`src/rtl/if_fetch_pkg.sv`:
```
// Shared widths, stall-vector indices, fetch FSM encoding and IF/ID payload for the fetch stage.
package if_fetch_pkg;

  localparam int unsigned ADDR_W   = 32;
  localparam int unsigned INST_W   = 32;
  localparam int unsigned STALL_W  = 6;
  localparam int unsigned STALL_IF = 1;
  localparam int unsigned STALL_ID = 2;

  typedef enum logic [1:0] {
    IF_IDLE  = 2'd0,
    IF_FETCH = 2'd1,
    IF_HOLD  = 2'd2
  } if_state_e;

  typedef struct packed {
    logic [ADDR_W-1:0] pc;
    logic [INST_W-1:0] inst;
    logic              adel;
  } if_id_t;

endpackage

```
`src/rtl/if_fetch_if_id_reg.sv`:
```
// IF/ID pipeline register: loads a completed fetch, otherwise bubbles unless decode is held.
module if_id_reg import if_fetch_pkg::*; #(
  parameter logic [INST_W-1:0] NOP_INST = 32'h0000_0000
) (
  input  logic   clk,
  input  logic   rst,
  input  logic   load_i,
  input  logic   hold_i,
  input  if_id_t data_i,
  output if_id_t data_o
);

  if_id_t data_q;

  always_ff @(posedge clk) begin
    if (rst) begin
      data_q <= '{pc: '0, inst: NOP_INST, adel: 1'b0};
    end else if (load_i) begin
      data_q <= data_i;
    end else if (!hold_i) begin
      data_q <= '{pc: '0, inst: NOP_INST, adel: 1'b0};
    end
  end

  assign data_o = data_q;

endmodule

```
`src/rtl/if_fetch.sv`:
```
// Instruction-fetch stage: PC generation, ROM req/ack FSM, branch redirect and IF/ID register.
// Optional IF_MISALIGN_EN: misaligned PCs skip the ROM and deliver a NOP flagged on if_excp_adel_o.
module if_fetch import if_fetch_pkg::*; #(
  parameter logic [ADDR_W-1:0] RESET_PC = 32'h0000_0000,
  parameter logic [INST_W-1:0] NOP_INST = 32'h0000_0000
) (
  input  logic               clk,
  input  logic               rst,
  input  logic [STALL_W-1:0] stall,
  input  logic               branch_flag_i,
  input  logic [ADDR_W-1:0]  branch_target_address_i,
  output logic               rom_req_o,
  output logic [ADDR_W-1:0]  rom_addr_o,
  input  logic               rom_ack_i,
  input  logic [INST_W-1:0]  rom_data_i,
  output logic [ADDR_W-1:0]  id_pc_o,
  output logic [INST_W-1:0]  id_inst_o,
  output logic               stallreq_o,
  output logic               if_excp_adel_o
);

`ifdef IF_MISALIGN_EN
  localparam bit MISALIGN_EN = 1'b1;
`else
  localparam bit MISALIGN_EN = 1'b0;
`endif

  if_state_e         state_q, state_d;
  logic [ADDR_W-1:0] pc_q, pc_d, redirect_addr_q, redirect_addr_d, next_pc;
  logic              redirect_pending_q, redirect_pending_d;
  logic [INST_W-1:0] hold_q, hold_d;
  logic              hold_valid_q, hold_valid_d;
  logic              stall_if, stall_id, misaligned, fetch_ack, id_load, branch_take;
  logic              stall_unused;
  if_id_t            id_data, id_q;

  assign stall_if     = stall[STALL_IF];
  assign stall_id     = stall[STALL_ID];
  assign stall_unused = ^{stall[STALL_W-1:STALL_ID+1], stall[STALL_IF-1:0]};
  assign misaligned   = MISALIGN_EN && (pc_q[1:0] != 2'b00);
  assign fetch_ack    = (state_q == IF_FETCH) && !misaligned && rom_ack_i;
  assign branch_take  = branch_flag_i && !stall_id;
  assign next_pc      = redirect_pending_q ? redirect_addr_q : pc_q + ADDR_W'(4);

  // A fetch completes into IF/ID only when IF is not held.
  always_comb begin
    id_load = 1'b0;
    if (state_q == IF_FETCH && (misaligned || rom_ack_i) && !stall_if) id_load = 1'b1;
    if (state_q == IF_HOLD && hold_valid_q && !stall_if)                 id_load = 1'b1;
  end

  always_comb begin
    id_data.pc   = pc_q;
    id_data.inst = (state_q == IF_HOLD) ? hold_q : (misaligned ? NOP_INST : rom_data_i);
    id_data.adel = misaligned;
  end

  always_ff @(posedge clk) begin
    if (rst) state_q <= IF_IDLE;
    else     state_q <= state_d;
  end

  always_comb begin
    state_d = state_q;
    case (state_q)
      IF_IDLE:  state_d = IF_FETCH;
      IF_FETCH: if (fetch_ack && stall_if) state_d = IF_HOLD;
      IF_HOLD:  if (!stall_if) state_d = IF_FETCH;
      default:  state_d = IF_IDLE;
    endcase
  end

  always_comb begin
    rom_req_o  = 1'b0;
    rom_addr_o = MISALIGN_EN ? pc_q : {pc_q[ADDR_W-1:2], 2'b00};
    if (state_q == IF_FETCH && !misaligned) rom_req_o = 1'b1;
  end

  assign stallreq_o = rom_req_o && !rom_ack_i;

  // A branch seen on the cycle the delay slot completes redirects directly; otherwise it is parked.
  always_comb begin
    pc_d               = pc_q;
    redirect_pending_d = redirect_pending_q;
    redirect_addr_d    = redirect_addr_q;
    hold_d             = hold_q;
    hold_valid_d       = hold_valid_q;
    if (id_load) begin
      pc_d               = branch_take ? branch_target_address_i : next_pc;
      redirect_pending_d = 1'b0;
    end else if (branch_take) begin
      redirect_pending_d = 1'b1;
      redirect_addr_d    = branch_target_address_i;
    end
    if (fetch_ack && stall_if) begin
      hold_d       = rom_data_i;
      hold_valid_d = 1'b1;
    end else if (state_q == IF_HOLD && !stall_if) begin
      hold_valid_d = 1'b0;
    end
  end

  always_ff @(posedge clk) begin
    if (rst) begin
      pc_q               <= RESET_PC;
      redirect_pending_q <= 1'b0;
      redirect_addr_q    <= '0;
      hold_q             <= '0;
      hold_valid_q       <= 1'b0;
    end else begin
      pc_q               <= pc_d;
      redirect_pending_q <= redirect_pending_d;
      redirect_addr_q    <= redirect_addr_d;
      hold_q             <= hold_d;
      hold_valid_q       <= hold_valid_d;
    end
  end

  if_id_reg #(.NOP_INST(NOP_INST)) u_if_id_reg (
    .clk    (clk),
    .rst    (rst),
    .load_i (id_load),
    .hold_i (stall_id),
    .data_i (id_data),
    .data_o (id_q)
  );

  assign id_pc_o        = id_q.pc;
  assign id_inst_o      = id_q.inst;
  assign if_excp_adel_o = id_q.adel & MISALIGN_EN;

endmodule

```
`config.mk`:
```
export PLATFORM = sky130hd
export DESIGN_NAME = if_fetch
export DESIGN_NICKNAME = d
export VERILOG_FILES = /design/src/rtl/if_fetch_pkg.sv /design/src/rtl/if_fetch_if_id_reg.sv /design/src/rtl/if_fetch.sv
export SDC_FILE = /design/constraint.sdc
export NUM_CORES = 1
export LEC_CHECK = 0
export CORE_MARGIN = 4
export CORE_UTILIZATION = 25
export CTS_BUF_LIST = sky130_fd_sc_hd__clkbuf_8
export DETAILED_ROUTE_END_ITERATION = 16
export PLACE_DENSITY = 0.46
export SLEW_MARGIN = 10
export SYNTH_ARGS = -nofsm -noshare
export SYNTH_HDL_FRONTEND = slang
export SYNTH_SLANG_ARGS = --single-unit
```
`constraint.sdc`:
```
create_clock -name clk -period 1.7 [get_ports clk]
set_input_delay 0.255 -clock clk [delete_from_list [all_inputs] [get_ports clk]]
set_output_delay 0.255 -clock clk [all_outputs]
set_load 0.01 [all_outputs]
```
==> Yosys cells after proc, flatten, opt, wreduce, memory -nomap -nowiden <==
Index checks and enable logic that the tools add are counted.
{ "op_classes": {"n_bitwise": 1, "n_reduce_logical": 16, "addsub": 1, "n_mux": 13, "eq_ne": 5} }
{ "op_table": {"columns": ["op", "count"], "rows": [
  ["two-way mux 65 bit", 2],
  ["two-way mux 32 bit", 3],
  ["adder 32 x 3 -> 32 bit, second input constant", 1],
  ["logical AND 1 bit", 8],
  ["case mux 2 bit (3 select lines)", 1],
  ["two-way mux 1 bit", 5],
  ["two-way mux 2 bit", 2],
  ["!= test 2 x 1 -> 1 bit, second input constant", 2],
  ["AND reduction 2 bit", 2],
  ["logical NOT 1 bit", 3],
  ["== test 2 x 1 -> 1 bit, second input constant", 1],
  ["== test 2 bit, second input constant", 1],
  ["logical NOT 2 bit", 1],
  ["!= test 2 bit, second input constant", 1],
  ["nonzero test 2 bit", 1],
  ["OR reduction 2 bit", 1],
  ["NOT 1 bit", 1]
]} }
{ "word_totals": {"regBits": 164, "elab_cells": 44, "out_inout_bits": 99} }

==> Depth between registers and ports, before layout <==
Gate-level depths: netlist of the first run.
{ "logic_depth": {"ltp_word": 7, "mapped_depth": 8, "depth_no_buf": 6} }

==> Cells and area by module <==
Synthesis of the first run repeated with hierarchy kept, for this count alone.
{ "unflattened": {"hier_cells": 1057, "area_unflattened_um2": 7897.6} }
{ "modules_own_cells": {"columns": ["module", "area_per_inst_um2", "seq_area_each_um2", "n_inst", "cells_per_inst"], "rows": [
  ["if_fetch", 5397.7, 2001.9, 1, 769],
  ["if_id_reg", 2499.9, 1301.2, 1, 288]
]} }

==> Worst setup path before layout of the first run <==
Ideal clock, no wire load.
{ "synth_timing": {"kind": "register -> register", "start": "register pc_q[2]", "end": "register pc_q[18]", "arrival_ns": 1.756, "period_less_slack_ns": 1.840, "path_slack_ns": -0.140, "stages_incl_launch_ff": 7, "cell_sequence": "dfxtp_1 ha_1 nand4_2 or4_4 nor4_2 nor3_1 o31ai_2"} }
{ "synth_via": {"elab_chain_len": 3} }
{ "synth_rtl": {"columns": ["element", "line_no", "text"], "rows": [
  ["from (decl)", "if_fetch.sv:29", "logic [ADDR_W-1:0] pc_q, pc_d, redirect_addr_q, redirect_addr_d, next_pc;"],
  ["from (signal assigned)", "if_fetch.sv:111", "pc_q <= pc_d;"],
  ["adder 32 x 3 -> 32 bit", "if_fetch.sv:43", "assign next_pc = redirect_pending_q ? redirect_addr_q : pc_q + ADDR_W'(4);"],
  ["two-way mux 32 bit", "if_fetch.sv:43", null],
  ["two-way mux 32 bit", "if_fetch.sv:89", "pc_d = branch_take ? branch_target_address_i : next_pc;"]
]} }
No other way between the ends.
A chain may end at the register's enable or synchronous reset.

==> Final worst setup path of the first run <==
{ "layout_timing": {"start": "register pc_q[3]", "end": "register pc_q[18]"} }
Same word-level chain as after synthesis.

==> results of run 1 <==
==> cells in the mapped netlist, types with 7 or more instances <==
master and count:
nand3_1 66, nand2_1 152, o21ai_0 24, mux2i_1 64, a21oi_1 148, dfxtp_1 164
buf_2 28, o211ai_1 9, clkbuf_1 48, nor2_1 39, a211oi_1 37, nor3_1 10
buf_4 34, nand4_1 11, inv_1 7
==> power groups by stage <==
stage	logic, mW	registers [mW]	clock network, mW
after global routing	1.32	4.05	3.19
final	1.22	4.03	2.95
after global placement	1.18	4.12	0
after CTS	1.18	4.03	3.06
after detailed placement	1.19	4.12	0
after floorplan	0.566	4.13	0
==> registers in the layout, summed over array words and instances, names as in the netlist <==
name / flops
state_q: 2
pc_q: 32
u_if_id_reg.data_o: 64
redirect_pending_q: 1
redirect_addr_q: 32
hold_q: 32
hold_valid_q: 1
==> placed cells by master, fill, tap and decap left out, types with 30 or more instances in the layout <==
cell type	count
a211oi_1	32
a21oi_1	142
buf_4	89
clkdlybuf4s50_1	105
dfxtp_1	150
dlygate4sd2_1	30
mux2i_1	64
nand2_1	152
nand3_1	64
nor2_1	39
==> routing by layer <==
layer,part of all wire [%],GRT usage [%]
met1,44,19.5
met5,0,0
met3,4.9,3.69
met4,1.0,3.58
met2,50,26.2
==> cell type report <==
cell class,instances,area (sq um)
sequential,164,3310
clock inverter,15,174
inverter,7,26.3
fill,3089,19000
clock buffer,17,234
tap,390,488
multi-input combinational,650,3940
timing repair buffer,277,2740
==> metrics by stage <==
| step | cells | area [sq um] | power, mW | TNS [ps] |
|---|---|---|---|---|
| 6_report | 1520 | 10900 | 8.20 | -1350 |
| 3_3_place_gp | 1481 | 10200 | 5.30 | -32940 |
| 2_1_floorplan | 936 | 7690 | 4.69 | -7.89 |
| 4_1_cts | 1513 | 10600 | 8.27 | -396 |
| 3_5_place_dp | 1481 | 10200 | 5.30 | -38350 |
| 5_1_grt | 1520 | 10900 | 8.56 | -3670 |
==> final timing paths <==
check	startpoint	end	cells past startpoint
hold reg to reg	hold_q[29]	hold_q[29]	2
setup / recovery	pc_q[3]	pc_q[18]	6
hold / removal	rst	pc_q[12]	3
setup reg to reg	pc_q[3]	pc_q[18]	6
==> worst max-delay path: cells and delay by family, from the launching register on <==
| family | cells | cell delay, ps |
|---|---|---|
| compound gates | 1 | 180 |
| fa+ha+maj | 1 | 140 |
| flops | 1 | 380 |
| simple gates | 4 | 970 |
==> cells by family after synthesis <==
group / synth area share, %
compound gates: 19.6
fa+ha+maj: 0.163
simple gates: 20.3
flops: 42.8
other cells: 0.0489
mux: 8.65
buf+inv: 8.44
==> repair_timing <==
item	CTS	global route
endpoints found under the setup margin	49	120
resized for setup	66	62
cloned	0	4
pin swaps	6	15
setup buffers	0	3
==> key figures, run 1 <==
Status
  • Status: complete, but fails checks
  • Failing checks: setup timing

Logic synthesis
  • Avg Inst Size Synth: just over 8 sq um
  • Register bit total from synthesis: ~160
  • Largest cells by area after synthesis: dfxtp_1 43%, a21oi_1 9.7%, mux2i_1 8.4%
  • Synth area leader: dfxtp_1
  • Async SR Flop Fraction: 0%
  • Top FF cell, synth: dfxtp_1
  • Yosys cell types: 60
  • Mapped Area: around 7700 sq um
  • Synth top area share: a little over two fifths
  • Post-synth EDFFs: 0
  • Post-synthesis cell count: 934
  • YS warnings: 0
  • Post-synthesis sequential area ratio: 42.8%

Worst setup path
  • CP required: between 2000 and 2500 ps
  • Slowest stage delay, CP: around 500 ps
  • Critical-path cell list: ha_4, nand4_4, or4_4, nor4_2, nor3_1, o31ai_2
  • Crit path DAT: roughly 2200 ps
  • Reg2reg setup slack: -90 ps
  • CP Launch Type: flip-flop
  • Crit path max-delay cell type: or4_4
  • Crit Path Class: reg -> reg
  • Setup crit end kind: flip-flop
  • CP max FO: 4

STA
  • Fin Hold WS: 281 ps
  • Fin crit period: around 1800 ps
  • Setup-failing EPs final: 29
  • Slew headroom: about 50%
  • Period utilization: 105%
  • Setup ws final: -86.5 ps
  • Clock Skews: 28.9 ps
  • FMAX: around 0.56 GHz
  • Final max-slew violation count: 0
  • RSZ-0062 raised after global routing: yes
  • Hold Vio Cnt, Final: 0
  • Worst slew pin tran: approximately 770 ps

Place
  • Pre-CTS setup slack: -361 ps
  • Post-detail-place hpwl: between 15 and 20 mm
  • IO Port Bufs: around 170
  • Gpl congestion: slightly above 0.8

Layout
  • Fin util: a little over a third
  • Diode count: 0
  • P&R area growth vs syn: 42.2%
  • Final net count: 1,192
  • Layout cells sized above 1: between 10% and 20%

Pwr
  • IR Drop Worst-Case VDD: ~0.38 mV
  • Clk pwr share: a little over a third
  • P_sw: between 2 and 3 mW
  • Gate power share: 14.8%
  • Reg power frac: about half
  • Internal power: between 5 and 6 mW
  • Cell Pwr Density: between 700 and 800 nW/um^2
  • Leak: approximately 4.6 nW
  • Switch share: between 30% and 40%

Clocking
  • Number of clock sinks: 164
  • H-tree depth: 4
  • CTS hold repair buffers: 0
  • Worst-Skew Late Latency: 470 ps
  • Max Root-Sink Buffers: 2
  • CTS tree: yes
  • Clk pin slew, worst setup/hold paths: between 100 and 150 ps
  • Total CTS buffers: 17
  • Clock root buffer: clkbuf_8

Routing
  • Routed Antenna Nets: 0
  • Vias: ~7,400
  • Post-Route WL: about 27 mm
  • Pre-Repair DR Iteration Count: 5
  • DRC: 0
  • Initial DRC count: around 430
  • Vias per cell: ~4.9
  • Average wire per standard cell: between 15 and 20 um

Global routing
  • Largest net degree at the start of global routing: 65
  • GR Overflow Total: 0
  • Initial antenna violation count: 0
  • First-pass GRT wire length: between 40 and 50 mm
  • Vias in the first global route: 7,052
  • Global Route Usage Sum: ~15%

Floorplan
  • Die area: roughly 34,000 sq um
  • Die height: approximately 180 um
  • Row cnt: 63
  • # IOs: 173
  • Core area: about 30,000 sq um
  • Initial Util: about a quarter
  • Die width: between 150 and 200 um

Hold path
  • Hold/Removal Path Class: in -> reg

Flow run
  • Number of max-cap violations: 0
Note: power is estimated with default switching activity, not from simulation.
==> run 2: changes to the inputs <==
- CORE_ASPECT_RATIO: not set -> 1.2
==> key figures, run 2 (synthesis gave the netlist of run 1 again) <==
Floorplan
  • Initial Util: 25.2%
  • Core area: 30,400 sq um
  • Die width: roughly 170 um
  • Row cnt: 70
  • # IOs: 173
  • Die height: about 200 um
  • Die area: 33,500 sq um

Place
  • Pre-CTS setup slack: -355 ps
  • Post-detail-place hpwl: ~19 mm
  • Gpl congestion: 0.794
  • IO Port Bufs: about 170
  • Post-Place Cell Area: between 10,000 and 15,000 sq um
  • Post-Place Cells: 1,498

Layout
  • Fin area: between 10,000 and 15,000 sq um
  • P&R area growth vs syn: 44.7%
  • Most frequent cells in the layout: 152 x nand2_1, 148 x dfxtp_1, 144 x a21oi_1, 118 x clkdlybuf4s50_1, 104 x buf_4
  • Max FFs per register: between 60 and 70
  • Diode count: 0
  • Post-Layout Cell Count: 1,542
  • Leading cell type in the layout, fill and taps excluded: nand2_1
  • Fillers: ~3,200
  • Final net count: approximately 1,200
  • Layout cells sized above 1: 19.6%

Routing
  • Vias per cell: roughly 4.8
  • Post-Route WL: 27.5 mm
  • Initial DRC count: about 350
  • Pre-Repair DR Iteration Count: 5
  • Average wire per standard cell: 17.8 um
  • Routed Antenna Nets: 0
  • Vias: 7,344
  • DRC: 0

Global routing
  • Met2 GRT Util: 29.6%
  • Initial antenna violation count: 1
  • Vias in the first global route: 7,345
  • Global Route Usage Sum: approximately 16%
  • GRT Max-Usage Layer: met2
  • First-pass GRT wire length: between 40 and 50 mm
  • Met1 Track Usage GR: 18.2%
  • GR Overflow Total: 0
  • Largest net degree at the start of global routing: between 50 and 60
  • Met3 usage: ~3.9%

STA
  • Setup ws final: -129 ps
  • Final max-slew violation count: 0
  • Setup-failing EPs final: 5
  • Fin crit period: 1830 ps
  • Period utilization: 108%
  • RSZ-0062 raised after global routing: yes
  • Hold Vio Cnt, Final: 0
  • Clock Skews: about 21 ps
  • Worst slew pin tran: ~580 ps
  • Fin Hold WS: 89.6 ps
  • Slew headroom: between 60 and 70%
  • FMAX: between 0.5 and 0.6 GHz

Worst setup path
  • Crit path DAT: 2230 ps
  • Reg2reg end: pc_q[16]
  • CP Launch Type: flip-flop
  • Worst reg2reg path depth: 7
  • Reg-to-Reg Start: pc_q[3]
  • Crit Path Class: reg -> reg
  • CP max FO: 4
  • Reg2reg setup slack: -130 ps
  • CP required: ~2100 ps
  • Setup crit end kind: flip-flop

Hold path
  • Hold_sp: rst
  • Worst hold path endpoint: pc_q[26]
  • Hold Path Cell Cnt: 2
  • Hold/Removal Path Class: in -> reg

Clocking
  • Worst-Skew Late Latency: about 460 ps
  • Total CTS buffers: 17
  • Number of clock sinks: about 160
  • H-tree depth: 4
  • Clk pin slew, worst setup/hold paths: about 100 ps
  • CTS tree: yes
  • Max Root-Sink Buffers: 2
  • Clock root buffer: clkbuf_8

Pwr
  • Leak: ~4.5 nW
  • Cell Pwr Density: between 700 and 800 nW/um^2
  • IR Drop Worst-Case VDD: ~0.46 mV

Flow run
  • Number of max-cap violations: 0

Status
  • Status: complete, but fails checks
  • Failing checks: setup timing
run 2: cell types whose count changed in the layout (fill, tap and decap cells not counted), moves of 3 or more:
| cell | change |
|---|---|
| inv_8 | -6 |
| clkbuf_16 | +3 |
| clkdlybuf4s50_1 | +13 |
| clkinv_8 | -4 |
| clkbuf_8 | +4 |
| a21oi_2 | -3 |
| buf_4 | +15 |
| bufinv_16 | +3 |
| dlymetal6s2s_1 | -13 |
| buf_12 | -3 |
run 2: stage by stage:
| step | power (mW) | util, % | setup TNS (ps) |
|---|---|---|---|
| after floorplan | 4.69 | - | -7.89 |
| after global routing | 8.88 | 36.5 | -1200 |
| after global placement | 5.31 | 33.6 | -32460 |
| final | 8.45 | 36.5 | -308 |
| after CTS | 8.53 | 35.3 | -357 |
| after detailed placement | 5.32 | 33.6 | -36950 |
run 2: area by class of cell:
type | count | area, sq um | area share, %
multi-input cells | 649 | 3970 | 35.8
flip-flops and latches | 164 | 3320 | 29.9
repair buffers | 294 | 2860 | 25.7
well taps | 396 | 495 | 4.46
clock buffers | 21 | 289 | 2.60
clock inverters | 11 | 146 | 1.32
inverters | 7 | 26.3 | 0.237
run 2: what timing repair did:
item                                    in CTS  in global routing
endpoints found under the setup margin      60                119
hold buffers                                 0                  0
gates cloned                                 0                  5
resized for setup                           66                 51
pin swaps                                    8                 18
buffers inserted                             0                  8
run 2: worst max-delay path by stage:
stage,start,end,slack [ps],depth (start not counted)
2_1_floorplan,pc_q[3],pc_q[18],-8,6
3_3_place_gp,stall[1],u_if_id_reg.data_o[61],-320,7
3_5_place_dp,stall[1],u_if_id_reg.data_o[62],-350,7
4_1_cts,pc_q[3],pc_q[20],-130,6
5_1_grt,pc_q[3],pc_q[16],-200,7
6_report,pc_q[3],pc_q[16],-130,7
run 2: metal layers:
metal | share of wire [%] | vias to the layer above | wire [um]
li1 | - | 3679 | -
met1 | 41 | 3505 | 11300
met2 | 53 | 142 | 14600
met3 | 4.6 | 16 | 1250
met4 | 1.2 | 2 | 318
met5 | 0.073 | - | 20
run 2: power by group:
part	internal [mW]	switching, mW	total (mW)
Sequential	3.96	0.0705	4.03
Combinational	0.600	0.654	1.25
Clock	1.62	1.55	3.17
run 2: critical path, cell delays in order, from the launching register on:
cell,delay (ps)
dfxtp_4,360
ha_4,140
nand4_4,130
or4_4,500
buf_4,170
o31ai_2,160
o211ai_1,160
a21oi_1,150
